### src/rtl/oso_pkg.sv
// Shared definitions for the onstate/ontransit driver: state encoding and
// default parameter values used by the top module and the timeout timer.
package oso_pkg;

  localparam int OSO_HOLD_W = 8;
  localparam int OSO_TMO    = 16;

  typedef enum logic [2:0] {
    IDLE = 3'd0,
    REQ  = 3'd1,
    HOLD = 3'd2,
    REL  = 3'd3,
    DONE = 3'd4
  } oso_state_t;

endpackage

### src/rtl/oso_timer.sv
// Saturating handshake timeout counter. 'expired' is high during the TMO-th
// consecutive enabled cycle, so the owner can leave on that very edge.
module oso_timer import oso_pkg::*; #(
  parameter int TMO = OSO_TMO
) (
  input  logic clk,
  input  logic rst,
  input  logic clear,
  input  logic enable,
  output logic expired
);

  localparam int CW = $clog2(TMO + 1);

  logic [CW-1:0] count;

  // Count enabled cycles; clear wins over enable and the count never wraps.
  always_ff @(posedge clk) begin
    if (rst) begin
      count <= '0;
    end else if (clear) begin
      count <= '0;
    end else if (enable && (count != CW'(TMO))) begin
      count <= count + CW'(1);
    end
  end

  assign expired = (count >= CW'(TMO - 1));

endmodule

### src/rtl/onstate_ontransit_driver.sv
// Request driver for the onstate/ontransit FSM. Raises the request line,
// waits for the transit acknowledge f, holds the request for a programmed
// number of cycles, releases it and waits for the on-state indication g to
// drop. Both handshake waits are guarded by a timeout that sets a sticky err.
// The request line is named do_req because 'do' is a reserved word.
// All outputs are registered from the next state, so they line up with the
// state register: do_req is high exactly while in REQ or HOLD.
module onstate_ontransit_driver import oso_pkg::*; #(
  parameter int HOLD_W = OSO_HOLD_W,
  parameter int TMO    = OSO_TMO
) (
  input  logic              clk,
  input  logic              rst,
  input  logic              start,
  input  logic [HOLD_W-1:0] hold_len,
  output logic              do_req,
  input  logic              f,
  input  logic              g,
  output logic              busy,
  output logic              done,
  output logic              err,
  output logic [7:0]        txn_cnt
);

  oso_state_t        state;
  oso_state_t        next_state;
  logic [HOLD_W-1:0] hold_cnt;
  logic              tmr_clear;
  logic              tmr_enable;
  logic              tmr_expired;
  logic              timeout_hit;

  oso_timer #(
    .TMO(TMO)
  ) u_timer (
    .clk    (clk),
    .rst    (rst),
    .clear  (tmr_clear),
    .enable (tmr_enable),
    .expired(tmr_expired)
  );

  // Next-state logic; a handshake arriving on the timeout cycle wins.
  always_comb begin
    next_state  = state;
    timeout_hit = 1'b0;
    case (state)
      IDLE: begin
        if (start) next_state = REQ;
      end
      REQ: begin
        if (f) begin
          next_state = HOLD;
        end else if (tmr_expired) begin
          next_state  = IDLE;
          timeout_hit = 1'b1;
        end
      end
      HOLD: begin
        if (hold_cnt == HOLD_W'(1)) next_state = REL;
      end
      REL: begin
        if (!g) begin
          next_state = DONE;
        end else if (tmr_expired) begin
          next_state  = IDLE;
          timeout_hit = 1'b1;
        end
      end
      DONE: begin
        next_state = IDLE;
      end
      default: begin
        next_state = IDLE;
      end
    endcase
    tmr_clear  = (next_state != state);
    tmr_enable = (state == REQ) || (state == REL);
  end

  // State register plus registered outputs decoded from the next state.
  always_ff @(posedge clk) begin
    if (rst) begin
      state   <= IDLE;
      do_req  <= 1'b0;
      busy    <= 1'b0;
      done    <= 1'b0;
      err     <= 1'b0;
      txn_cnt <= 8'd0;
    end else begin
      state  <= next_state;
      do_req <= (next_state == REQ) || (next_state == HOLD);
      busy   <= (next_state != IDLE);
      done   <= (next_state == DONE);
      if (timeout_hit) err <= 1'b1;
      if (next_state == DONE) txn_cnt <= txn_cnt + 8'd1;
    end
  end

  // Hold length is captured with start (zero means one) and counted down in HOLD.
  always_ff @(posedge clk) begin
    if (rst) begin
      hold_cnt <= '0;
    end else if ((state == IDLE) && start) begin
      hold_cnt <= (hold_len == '0) ? HOLD_W'(1) : hold_len;
    end else if (state == HOLD) begin
      hold_cnt <= hold_cnt - HOLD_W'(1);
    end
  end

endmodule

### config.mk
export PLATFORM = sky130hd
export DESIGN_NAME = onstate_ontransit_driver
export DESIGN_NICKNAME = d
export VERILOG_FILES = /design/src/rtl/oso_pkg.sv /design/src/rtl/oso_timer.sv /design/src/rtl/onstate_ontransit_driver.sv
export SDC_FILE = /design/constraint.sdc
export NUM_CORES = 1
export LEC_CHECK = 0
export CAP_MARGIN = 40
export CORE_ASPECT_RATIO = 0.7
export CORE_MARGIN = 4
export CORE_UTILIZATION = 55
export DETAILED_ROUTE_END_ITERATION = 7
export PLACE_DENSITY = 0.87
export SLEW_MARGIN = 20
export SYNTH_ARGS = -nofsm -noshare
export SYNTH_HDL_FRONTEND = slang
export SYNTH_SLANG_ARGS = --single-unit
export TNS_END_PERCENT = 30
### constraint.sdc
create_clock -name clk -period 6.7 [get_ports clk]
set_input_delay 0.67 -clock clk [delete_from_list [all_inputs] [get_ports clk]]
set_output_delay 0.67 -clock clk [all_outputs]
set_load 0.02 [all_outputs]
==> flow_summary_export.csv <==
group,metric,value,unit
floorplanning,core,0.00248,sq mm
floorplanning,die-width,69.1,um
setup_path,critPathMaxStageDelay,510,ps
power_and_ir_drop,combPwrFrac,21.5,%
setup_path,crit_fanout,5,
sta,worst_pin_slew,539,ps
setup_path,reg2reg_to,"u_timer.count[4]$_SDFFE_PP0P_",
clock_network,worstSkewPairLatency,270,ps
global_route,grt_usage,19.4,%
logic_synthesis,netlist_area,0.00144,sq mm
cells_and_area,final-seq-area,561,sq um
clock_network,ctsHoldBuffers,0,
logic_synthesis,synth_top_area_share,39.1,%
setup_path,critPathKind,"flop to flop",
setup_path,cp.arrival,2640,ps
sta,final_hold_viol_count,0,
logic_synthesis,yosysMostFrequentCell,"dfxtp_1",
place,io_buffers,24,
detailed_routing,drc,0,
power_and_ir_drop,switchingPower,0.103,mW
floorplanning,pin_count,25,
clock_network,cts-buffers-inserted,3,
place,gp_congestion,0.875,
floorplanning,row_count,15,
logic_synthesis,syn-num-nets,180,
clock_network,postCtsSetupBuffers,0,
sta,fin_crit,2450,ps
sta,maxSlewViolCount,0,
logic_synthesis,synthXorXnorAreaFrac,6.71,%
global_route,antenna_found_initial,0,
global_route,grt_max_degree,25,
place,place_hpwl,2320,um
setup_path,end_kind,"flop",
sta,setup_viol,0,
logic_synthesis,synthTopCellsByCount,"dfxtp_1, nor2_1, nand2_1",
clock_network,cts_sinks,28,
cells_and_area,areaGrowthSynthToFinish,22.6,%
setup_path,critPathMostFrequentCell,"ha_1",
clock_network,path_clk_slew,90,ps
cells_and_area,postLayoutCoreUtil,71.0,%
cells_and_area,antennaDiodeCount,0,
logic_synthesis,yosys-top-cells-area,"dfxtp_1, nor2_1, ha_1",
global_route,grt_first_pass_wirelength,5510,um
logic_synthesis,netlist_instances,161,
detailed_routing,vias_per_cell,5.83,
logic_synthesis,muxShareOfSynthArea,0.697,%
logic_synthesis,synth_flop_cell,"dfxtp_1",
sta,relSlewSlack,63.6,%
cells_and_area,finalInstanceArea,0.00176,sq mm
sta,rsz0062_at_grt,"false",
logic_synthesis,ys_warn_count,0,
setup_path,reg2reg_from,"u_timer.count[0]$_SDFFE_PP0P_",
power_and_ir_drop,pwr-share-clk,27.7,%
logic_synthesis,yosysTopAreaCell,"dfxtp_1",
logic_synthesis,ys_types,45,
cells_and_area,fill_cells,198,
hold_path,holdCritStartpoint,"hold_cnt[1]$_SDFFE_PP0P_",
detailed_routing,postRouteAntennaNets,0,
setup_path,rr_worst_depth,7,
sta,finalCritPeriodShare,36.6,%
detailed_routing,routed_wl,3070,um
clock_network,post_cts_resized,0,
setup_path,path_cells,"ha_1 -> and3_1 -> ha_1 -> or2_2 -> o41a_1 -> or4_1 -> a221oi_2",
power_and_ir_drop,cell_internal_pwr,0.267,mW
setup_path,cpLargestDelayFamily,"simple AND/OR/NAND/NOR gates",
power_and_ir_drop,leakage,0.633,nW
setup_path,crit_cells,7,
global_route,grt_overflow_total,0,
setup_path,required,6890,ps
sta,fmax,407,MHz
setup_path,worstSetupStartpoint,"u_timer.count[0]$_SDFFE_PP0P_",
logic_synthesis,synth_fa_ha_area_share,5.23,%
detailed_routing,num_vias,1271,
cells_and_area,layout-drive-gt1-share,7.61,%
sta,tns,0,ps
detailed_routing,routedWlPerCell,14.1,um
detailed_routing,drt_iter0_drc,38,
power_and_ir_drop,ir_drop,0.145,mV
logic_synthesis,synth_sequential_area_ratio,39.1,%
global_route,grt_pass1_vias,1253,
setup_path,cpMaxStageDelayCell,"or4_1",
clock_network,cts_tree,"yes",
hold_path,min_to,"hold_cnt[1]$_SDFFE_PP0P_",
detailed_routing,dr.pass1.iters,4,
logic_synthesis,async_flop_share,0,%
status,status,"complete, no violations",
power_and_ir_drop,power_frac_seq,50.9,%
logic_synthesis,synthSimpleGateAreaFrac,26.5,%
setup_path,crit_path_start_kind,"flop",
sta,clock_skew,3.57,ps
place,placed_cell_area,0.00169,sq mm
setup_path,reg2reg_setup_slack,4250,ps
cells_and_area,nets,204,
power_and_ir_drop,switching_share,27.9,%
clock_network,htreeDepth,1,
setup_path,cp_num_buf_inv,0,
power_and_ir_drop,power_density,210,mW/mm^2
floorplanning,die-area,0.00350,sq mm
hold_path,whs_path_depth,2,
job,cap_violations,0,
floorplanning,die_h,50.7,um
logic_synthesis,synth-edff-count,0,
clock_network,cts-root-buf,"clkbuf_8",
floorplanning,start_util,57.9,%
logic_synthesis,synth_compound_area_share,17.7,%
logic_synthesis,postSynthAreaPerCell,8.91,sq um
clock_network,clockBufferDepth,2,
hold_path,holdCritPathClass,"flop to flop",
logic_synthesis,synth_top_family_by_area,"simple AND/OR/NAND/NOR gates",
cells_and_area,multi_input_area,816,sq um
logic_synthesis,ys_ff_latch,28,
registers in the layout, summed over array words and instances (netlist names):
name / count
state: 3
err: 1
txn_cnt: 8
busy: 1
hold_cnt: 8
u_timer.count: 5
do_req: 1
done: 1
stage by stage:
step | total power, mW | hold slack [ps] | setup WS (ps) | std cells
global route | 0.391 | 517 | 4080 | 218
CTS | 0.372 | 479 | 4240 | 217
floorplan | 0.246 | 448 | 4420 | 161
finish | 0.370 | 476 | 4250 | 218
global placement | 0.266 | 455 | 3990 | 211
detailed placement | 0.270 | 466 | 4050 | 213
cell type report:
class                      instances  area share, %
tap                               34           2.42
multi-input combinational        119           46.4
timing repair buffer              27           14.9
clock buffer                       4           3.13
inverter                           6           1.28
sequential                        28           31.9
worst min-delay path, delay by kind of cell, from the launching register on:
family	cells	cell delay, ps
flip-flops	1	320
AO/OA/AOI/OAI	1	60
AND/OR/NAND/NOR	1	60
cell usage in the layout (no fill, tap or decap), drive strengths merged, types with 2 or more instances in the layout:
cell / count
a211oi: 2
a21oi: 8
a31oi: 6
and3: 2
and4: 2
buf: 3
clkbuf: 4
clkdlybuf4s50: 24
dfxtp: 28
ha: 6
inv: 6
nand2: 10
nand2b: 2
nand3: 5
nand4: 3
nor2: 22
nor2b: 3
nor3: 3
nor4bb: 2
o211ai: 3
o311ai: 2
or2: 3
or3: 3
or4: 3
xnor2: 4
xor2: 7
power groups by stage:
stage / Combinational [mW] / Clock, mW / Sequential, mW
3_3_place_gp: 0.0744 / 0 / 0.191
2_1_floorplan: 0.0564 / 0 / 0.190
3_5_place_dp: 0.0780 / 0 / 0.192
6_report: 0.0794 / 0.102 / 0.188
4_1_cts: 0.0787 / 0.105 / 0.188
5_1_grt: 0.0880 / 0.113 / 0.190
metal layers:
metal	wire length, um	GRT usage, %	up-vias
met2	1440	33.4	36
met5	0	0	-
met4	36	4.87	0
met1	1390	23.6	600
li1	-	-	631
met3	193	6.20	4
worst max path at each step:
| stage | to | slack, ps |
|---|---|---|
| 4_1_cts | u_timer.count[4]$_SDFFE_PP0P_ | 4240 |
| 5_1_grt | u_timer.count[4]$_SDFFE_PP0P_ | 4080 |
| 2_1_floorplan | u_timer.count[4]$_SDFFE_PP0P_ | 4420 |
| 3_3_place_gp | txn_cnt[7]$_SDFFE_PP0P_ | 3990 |
| 3_5_place_dp | u_timer.count[4]$_SDFFE_PP0P_ | 4050 |
| 6_report | u_timer.count[4]$_SDFFE_PP0P_ | 4250 |
cell families (layout without fill, tap and decap cells):
family / after synthesis / in the layout
compound gates: 31 / 31
xor+xnor: 11 / 11
fa+ha+maj: 6 / 6
buf+inv: 14 / 37
flops: 28 / 28
mux: 1 / 1
simple gates: 70 / 70
Note: power is estimated with default switching activity, not from simulation.
